### config.mk
export PLATFORM = sky130hd
export DESIGN_NAME = axis_relay_n
export DESIGN_NICKNAME = d
export VERILOG_FILES = /design/src/rtl/axis_relay_n.sv
export SDC_FILE = /design/constraint.sdc
export NUM_CORES = 1
export LEC_CHECK = 0
export ABC_AREA = 1
export BUFFER_PORTS_ARGS = -buffer_cell sky130_fd_sc_hd__clkbuf_2
export CORE_AREA = 2 2 62 64
export DETAILED_ROUTE_END_ITERATION = 10
export DIE_AREA = 0 0 64 66
export GPL_TIMING_DRIVEN = 0
export HOLD_SLACK_MARGIN = 0.05
export PLACE_DENSITY = 0.8
export SLEW_MARGIN = 20
export SYNTH_ARGS = -nofsm -noshare
export SYNTH_HDL_FRONTEND = slang
export SYNTH_SLANG_ARGS = --single-unit
### constraint.sdc
create_clock -name clk -period 5.4 [get_ports clk]
set_input_delay 1.08 -clock clk [delete_from_list [all_inputs] [get_ports clk]]
set_output_delay 1.08 -clock clk [all_outputs]
set_load 0.02 [all_outputs]
### src/rtl/axis_relay_n.sv
// axis_relay_n: C_DEPTH-slot AXI-Stream video relay with registered upstream ready.
// Define AXIS_RELAY_N_SOF_SYNC_EN to drop beats until the first start-of-frame.
module axis_relay_n #(
  parameter int C_PIXEL_WIDTH = 8,
  parameter int C_DEPTH       = 4,
  parameter int C_TEST        = 0
) (
  input  logic                             clk,
  input  logic                             resetn,
  input  logic                             s_axis_tvalid,
  input  logic [C_PIXEL_WIDTH-1:0]         s_axis_tdata,
  input  logic                             s_axis_tuser,
  input  logic                             s_axis_tlast,
  output logic                             s_axis_tready,
  output logic                             m_axis_tvalid,
  output logic [C_PIXEL_WIDTH-1:0]         m_axis_tdata,
  output logic                             m_axis_tuser,
  output logic                             m_axis_tlast,
  input  logic                             m_axis_tready,
  output logic [$clog2(C_DEPTH+1)-1:0]     level
);
  localparam int AW = $clog2(C_DEPTH);
  localparam int LW = $clog2(C_DEPTH+1);
  localparam int W  = C_PIXEL_WIDTH + 2;
  logic [W-1:0]  mem_q [C_DEPTH];
  logic [AW-1:0] wr_q, wr_d, rd_q, rd_d;
  logic [LW-1:0] level_q, level_d;
  logic          rdy_q, rdy_d;
  logic          accept, pop, store;
  logic          unused_ok;
  assign unused_ok = (C_TEST != 0);
  assign accept = s_axis_tvalid & rdy_q;
  assign pop    = (level_q != '0) & m_axis_tready;
`ifdef AXIS_RELAY_N_SOF_SYNC_EN
  typedef enum logic {WAIT_SOF, PASS} state_t;
  state_t state_q, state_d;
  always_ff @(posedge clk or negedge resetn)
    if (!resetn) state_q <= WAIT_SOF;
    else         state_q <= state_d;
  always_comb
    state_d = (state_q == WAIT_SOF && accept && s_axis_tuser) ? PASS : state_q;
  // Beats before the first SOF are consumed but never stored.
  always_comb
    store = accept & ((state_q == PASS) | s_axis_tuser);
`else
  always_comb store = accept;
`endif
  always_comb begin
    level_d = level_q + LW'(store) - LW'(pop);
    wr_d    = store ? wr_q + AW'(1) : wr_q;
    rd_d    = pop ? rd_q + AW'(1) : rd_q;
    rdy_d   = level_d < LW'(C_DEPTH);
  end
  always_ff @(posedge clk or negedge resetn)
    if (!resetn) begin
      wr_q    <= '0;
      rd_q    <= '0;
      level_q <= '0;
      rdy_q   <= 1'b0;
    end else begin
      wr_q    <= wr_d;
      rd_q    <= rd_d;
      level_q <= level_d;
      rdy_q   <= rdy_d;
    end
  always_ff @(posedge clk)
    if (store) mem_q[wr_q] <= {s_axis_tuser, s_axis_tlast, s_axis_tdata};
  assign {m_axis_tuser, m_axis_tlast, m_axis_tdata} = mem_q[rd_q];
  assign m_axis_tvalid = (level_q != '0);
  assign s_axis_tready = rdy_q;
  assign level         = level_q;
endmodule

==> results of run 1 <==
## worst max-delay path by stage
stage | depth (start not counted) | slack [ns] | from | to
2_1_floorplan | 9 | 3.03 | s_axis_tvalid | level[2]$_DFF_PN0_
3_3_place_gp | 10 | 2.85 | s_axis_tvalid | level[2]$_DFF_PN0_
3_5_place_dp | 10 | 2.83 | s_axis_tvalid | level[2]$_DFF_PN0_
4_1_cts | 5 | 2.67 | rd_q[1]$_DFFE_PN0P_ | m_axis_tdata[2]
5_1_grt | 5 | 2.55 | rd_q[1]$_DFFE_PN0P_ | m_axis_tdata[0]
6_report | 5 | 2.73 | rd_q[1]$_DFFE_PN0P_ | m_axis_tdata[2]
## cell usage after synthesis
cell type / n / area, um^2
a21oi_1: 1 / 5.00
buf_4: 1 / 7.51
inv_2: 1 / 3.75
buf_6: 2 / 22.5
clkbuf_1: 1 / 3.75
o21ai_0: 2 / 10.0
nand2_1: 48 / 180
inv_1: 26 / 97.6
edfxtp_1: 40 / 1200
ha_1: 6 / 75.1
dfrtp_1: 8 / 200
nand3_1: 2 / 10.0
o21ai_1: 18 / 90.1
buf_2: 2 / 10.0
fa_1: 1 / 20.0
xor2_1: 1 / 8.76
clkinv_1: 1 / 3.75
nor2_1: 26 / 97.6
## power by group
group / switching, mW / internal, mW
Clock: 0.108 / 0.0503
Sequential: 0.0385 / 0.476
Combinational: 0.346 / 0.176
## worst max-delay path, stage by stage (launching register included)
cell      delay, ns
dfrtp_1        0.41
inv_1          0.09
clkbuf_1       0.38
nand2_1        0.10
nand2_1        0.10
clkbuf_2       0.17
## layout make-up
cell class / instances / share of cell area, %
clock inverter: 3 / 0.761
buffer: 6 / 1.90
clock buffer: 5 / 1.63
multi-input combinational: 105 / 21.6
sequential: 48 / 60.9
timing repair buffer: 28 / 6.09
inverter: 28 / 4.57
tap: 48 / 2.61
## sequential cells by signal, indices dropped and copies added (netlist names)
register	count
level	3
mem_q	40
rd_q	2
s_axis_tready	1
wr_q	2
## routing by layer
| metal | track usage [%] | share of wire [%] | up-vias |
|---|---|---|---|
| met4 | 8.15 | 2.1 | 0 |
| met2 | 30.7 | 49 | 28 |
| li1 | - | - | 667 |
| met5 | 0 | 0 | - |
| met1 | 21.8 | 43 | 552 |
| met3 | 5.28 | 5.1 | 6 |
## cell usage in the layout, fill, tap and decap left out
cell and n:
clkinv_2 1, inv_1 26, inv_2 1, o21ai_0 2, ha_1 6, edfxtp_1 40
buf_6 2, a21oi_1 1, fa_1 1, buf_2 2, clkbuf_4 5, nor2_1 26
clkbuf_1 1, o21ai_1 18, nand2_1 48, clkinv_1 2, dfrtp_1 8, nand3_1 2
buf_4 1, xor2_1 1, clkbuf_2 28, inv_6 1
## cells by family (layout without fill, tap and decap cells)
group	count (synthesis)	count (layout)	share of synthesized area (%)
xor gates and xnor gates	1	1	0.428
DFF	48	48	68.5
buffers and inverters	34	70	7.27
adders and majority gates	7	7	4.65
and+or+nand+nor	76	76	14.1
AOI/OAI and AO/OA	21	21	5.13
## per-stage QoR
stage / utilization (%) / power (mW)
4_1_cts: 64.8 / 1.21
3_5_place_dp: 63.3 / 1.06
6_report: 64.8 / 1.20
5_1_grt: 64.8 / 1.30
2_1_floorplan: - / 0.900
3_3_place_gp: 63.3 / 1.04
==> flow_metrics.env, run 1 <==
export IMPL_start_util_pct=57.6
export IMPL_r2r_start="level[1]$_DFF_PN0_"
export IMPL_end_kind="output port"
export IMPL_clock_sinks=48
export IMPL_die_w_um=64
export IMPL_drc_errors=0
export IMPL_wirelength_um=3170
export IMPL_grt_overflow_total=0
export IMPL_htree_levels=2
export IMPL_cts_resized=0
export IMPL_synthesis_area_mm2=0.00205
export IMPL_core_area_mm2=0.00355
export IMPL_synth_cell_types=18
export IMPL_via_per_inst=4.62
export IMPL_setup_ws_ns=2.73
export IMPL_yosysWarnings=0
export IMPL_multiInputGateArea_um2=497
export IMPL_ios=29
export IMPL_critPathMaxFanout=10
export IMPL_dp_cells=263
export IMPL_grt_pass1_vias=1180
export IMPL_dieArea_mm2=0.00422
export IMPL_r2r_slack_ns=3.43
export IMPL_drtIter0Drc=31
export IMPL_grt_max_degree=16
export IMPL_vdd_ir_drop_max_mv=0.342
export IMPL_vias=1253
export IMPL_hold_violations=0
export IMPL_fillers=267
export IMPL_stdcell_count=271
export IMPL_holdPathStages=2
export IMPL_max_freq_ghz=0.374
export IMPL_rows=22
export IMPL_powerDensity_mw_per_mm2=519
export IMPL_rsz0062_at_grt="false"
export IMPL_worstPathRequired_ns=4.32
export IMPL_maxSlewViolCount=0
export IMPL_cts_tree="done"
export IMPL_final_area_mm2=0.00230
export IMPL_clk_pin_slew_ns=0.12
export IMPL_io_buffers=28
export IMPL_postRouteAntennaNets=0
export IMPL_tns_ns=0
export IMPL_hold_ws_ns=0.502
export IMPL_start_kind="flip-flop"
export IMPL_routabilityCongestion=0.742
export IMPL_ff_latch_area_mm2=0.00140
export IMPL_worst_slew_pin_slew_ns=0.973
export IMPL_syn_avg_cell_area_um2=10.9
export IMPL_synth_fp_nets=208
export IMPL_syn_inst=187
export IMPL_grt_pass1_wl_um=5500
export IMPL_clk_path_buf_depth=2
export IMPL_min_period_ns=2.67
export IMPL_ys_seq_area_share_pct=68.5
export IMPL_cts_buffers=5
export IMPL_p_leak_nw=1.03
export IMPL_grt_util_all_layers_pct=18.2
export IMPL_crit_type="reg2out"
export IMPL_cts_hold_buf=0
export IMPL_slew_headroom_pct=34.9
export IMPL_fin_skew_ns=0.00947
export IMPL_finalCritPeriodShare_pct=49.5
export IMPL_hold_class="reg2reg"
export IMPL_worstHoldStart="rd_q[1]$_DFFE_PN0P_"
export IMPL_cap_violations=0
export IMPL_cts_root_buf="clkbuf_4"
export IMPL_die_height_um=66
export IMPL_wl_per_cell_um=11.7
export IMPL_arrival_ns=1.59
export IMPL_dp_hpwl_um=2170
export IMPL_hold_path_end="rd_q[1]$_DFFE_PN0P_"
export IMPL_outcome="finished clean"
export IMPL_nets=243
export IMPL_insertion_delay_ns=0.37
export IMPL_r2r_cells=12
export IMPL_drtPass1Iterations=4
export IMPL_drive_above_1_share_pct=18.4
export IMPL_worstReg2RegEnd="level[2]$_DFF_PN0_"
export IMPL_place_area_mm2=0.00225
export IMPL_antenna_cells=0
export IMPL_antenna_found_initial=0
export IMPL_synthToLayoutAreaGrowth_pct=12.5
export IMPL_post_cts_buffers=0
export IMPL_ys_seq_elements=48
export IMPL_dpl_worst_slack_ns=2.83
export IMPL_finalSetupViolCount=0
Power figures use the tool's default switching activity.
==> inputs of run 2 (changes only) <==
CORE_AREA = 2 2 64 66   (was 2 2 62 64)
DIE_AREA = 0 0 66 68   (was 0 0 64 66)
PLACE_DENSITY = 0.76   (was 0.8)
clock period = 2.51 ns   (was 5.4 ns; I/O delays follow)
==> run 2 against run 1 <==
Effect of this change: sequential cell count is the same; design area is 3.2% higher; utilization decreased by 3.2 points; critical path type unchanged; critical endpoint is now m_axis_tlast; highest routed layer unchanged.
==> flow_metrics.env, run 2 (synthesis results as in run 1) <==
export IMPL_outcome="finished clean"
export IMPL_drtPass1Iterations=4
export IMPL_grt_util_all_layers_pct=17.5
export IMPL_dp_cells=265
export IMPL_grt_max_degree=17
export IMPL_io_buffers=28
export IMPL_dieArea_mm2=0.00449
export IMPL_worstPathRequired_ns=2.01
export IMPL_core_area_mm2=0.00386
export IMPL_end_kind="output port"
export IMPL_grt_pass1_wl_um=5420
export IMPL_rows=23
export IMPL_rsz0062_at_grt="false"
export IMPL_start_util_pct=53.1
export IMPL_htree_levels=2
export IMPL_power_mw=2.82
export IMPL_vias=1279
export IMPL_p_leak_nw=1.06
export IMPL_die_height_um=68
export IMPL_cts_buffers=5
export IMPL_drc_errors=0
export IMPL_antenna_found_initial=0
export IMPL_hold_violations=0
export IMPL_endpoint="m_axis_tlast"
export IMPL_largest_reg_flops=40
export IMPL_drive_above_1_share_pct=18.8
export IMPL_stdcell_count=274
export IMPL_r2r_slack_ns=0.52
export IMPL_grt_pass1_vias=1155
export IMPL_cts_resized=0
export IMPL_antenna_cells=0
export IMPL_worst_slew_pin_slew_ns=1.02
export IMPL_insertion_delay_ns=0.30
export IMPL_die_w_um=66
export IMPL_r2r_start="level[1]$_DFF_PN0_"
export IMPL_crit_type="reg2out"
export IMPL_ios=29
export IMPL_slew_headroom_pct=31.9
export IMPL_tns_ns=0
export IMPL_postRouteAntennaNets=0
export IMPL_synthToLayoutAreaGrowth_pct=16.1
export IMPL_layout_common_cells="nand2_1, edfxtp_1, clkbuf_2"
export IMPL_setup_ws_ns=0.412
export IMPL_critPathMaxFanout=10
export IMPL_vdd_ir_drop_max_mv=0.645
export IMPL_crit_start="rd_q[1]$_DFFE_PN0P_"
export IMPL_fillers=314
export IMPL_via_per_inst=4.67
export IMPL_cts_root_buf="clkbuf_8"
export IMPL_multiInputGateArea_um2=497
export IMPL_cts_tree="done"
export IMPL_cap_violations=0
export IMPL_clock_sinks=48
export IMPL_clk_pin_slew_ns=0.09
export IMPL_nets=244
export IMPL_hold_ws_ns=0.408
export IMPL_final_common_cell="nand2_1"
export IMPL_powerDensity_mw_per_mm2=1190
export IMPL_wirelength_um=3540
export IMPL_maxSlewViolCount=0
export IMPL_dp_hpwl_um=2240
export IMPL_fin_skew_ns=0.00272
export IMPL_r2r_cells=12
export IMPL_worstReg2RegEnd="level[2]$_DFF_PN0_"
export IMPL_max_freq_ghz=0.477
export IMPL_min_period_ns=2.10
export IMPL_wl_per_cell_um=12.9
export IMPL_arrival_ns=1.60
export IMPL_start_kind="flip-flop"
export IMPL_routabilityCongestion=0.731
export IMPL_finalSetupViolCount=0
export IMPL_drtIter0Drc=46
export IMPL_finalCritPeriodShare_pct=83.6
export IMPL_ff_latch_area_mm2=0.00140
export IMPL_grt_overflow_total=0
export IMPL_hold_class="in2reg"
export IMPL_largest_register="mem_q"
export IMPL_dpl_worst_slack_ns=0.494
export IMPL_clk_path_buf_depth=2
## run 2: cell types whose count changed in the layout (fill, tap and decap cells not counted)
cell,before,now
dlygate4sd3_1,0,1
bufinv_16,0,1
inv_6,1,0
clkinv_2,1,0
clkinv_4,0,2
clkinv_1,2,1
clkbuf_4,5,0
clkbuf_8,0,5
## run 2: timing repair
item	in CTS	in global routing
setup endpoints to repair	0	0
buffers inserted	0	0
hold buffers	1	0
endpoints found under the hold margin	8	0
## run 2: area by class of cell
cell class / instances / area share [%]
Buffer: 6 / 1.84
Clock buffer: 5 / 2.90
Clock inverter: 3 / 2.00
Inverter: 28 / 4.42
Multi-Input combinational cell: 105 / 20.9
Sequential cell: 48 / 59.0
Tap cell: 50 / 2.63
Timing Repair Buffer: 29 / 6.32
## run 2: stage by stage
step	area, um^2	util, %
6_report	2380	61.6
5_1_grt	2380	61.6
4_1_cts	2380	61.6
3_5_place_dp	2250	58.3
3_3_place_gp	2250	58.3
2_1_floorplan	2050	-
## run 2: where the power goes
group	total (mW)	switching, mW	internal, mW
registers	1.11	0.0819	1.02
logic	1.15	0.770	0.382
clock network	0.563	0.263	0.300
total	2.82	1.11	1.71
## run 2: worst min-delay path by stage
stage,slack [ns],from,end,cells past startpoint
finish,0.41,s_axis_tdata[0],mem_q[0][0]$_DFFE_PP_,1
detailed placement,0.36,resetn,s_axis_tready$_DFF_PN0_,1
global placement,0.36,resetn,wr_q[0]$_DFFE_PN0P_,1
CTS,0.40,s_axis_tdata[0],mem_q[0][0]$_DFFE_PP_,1
global route,0.40,s_axis_tdata[0],mem_q[3][0]$_DFFE_PP_,1
floorplan,0.21,resetn,level[0]$_DFF_PN0_,0
## run 2: critical path, cell delays in order (launching register included)
cell and delay, ns:
dfrtp_1 0.39, inv_1 0.08, clkbuf_1 0.44, nand2_1 0.11, nand2_1 0.10, clkbuf_2 0.17
## run 2: metal layers
| layer | up-vias | GRT usage, % | wire [um] |
|---|---|---|---|
| met5 | - | 0 | 0 |
| met1 | 582 | 21.4 | 1560 |
| met4 | 0 | 9.95 | 80 |
| li1 | 671 | - | - |
| met3 | 5 | 3.45 | 116 |
| met2 | 21 | 29.3 | 1780 |
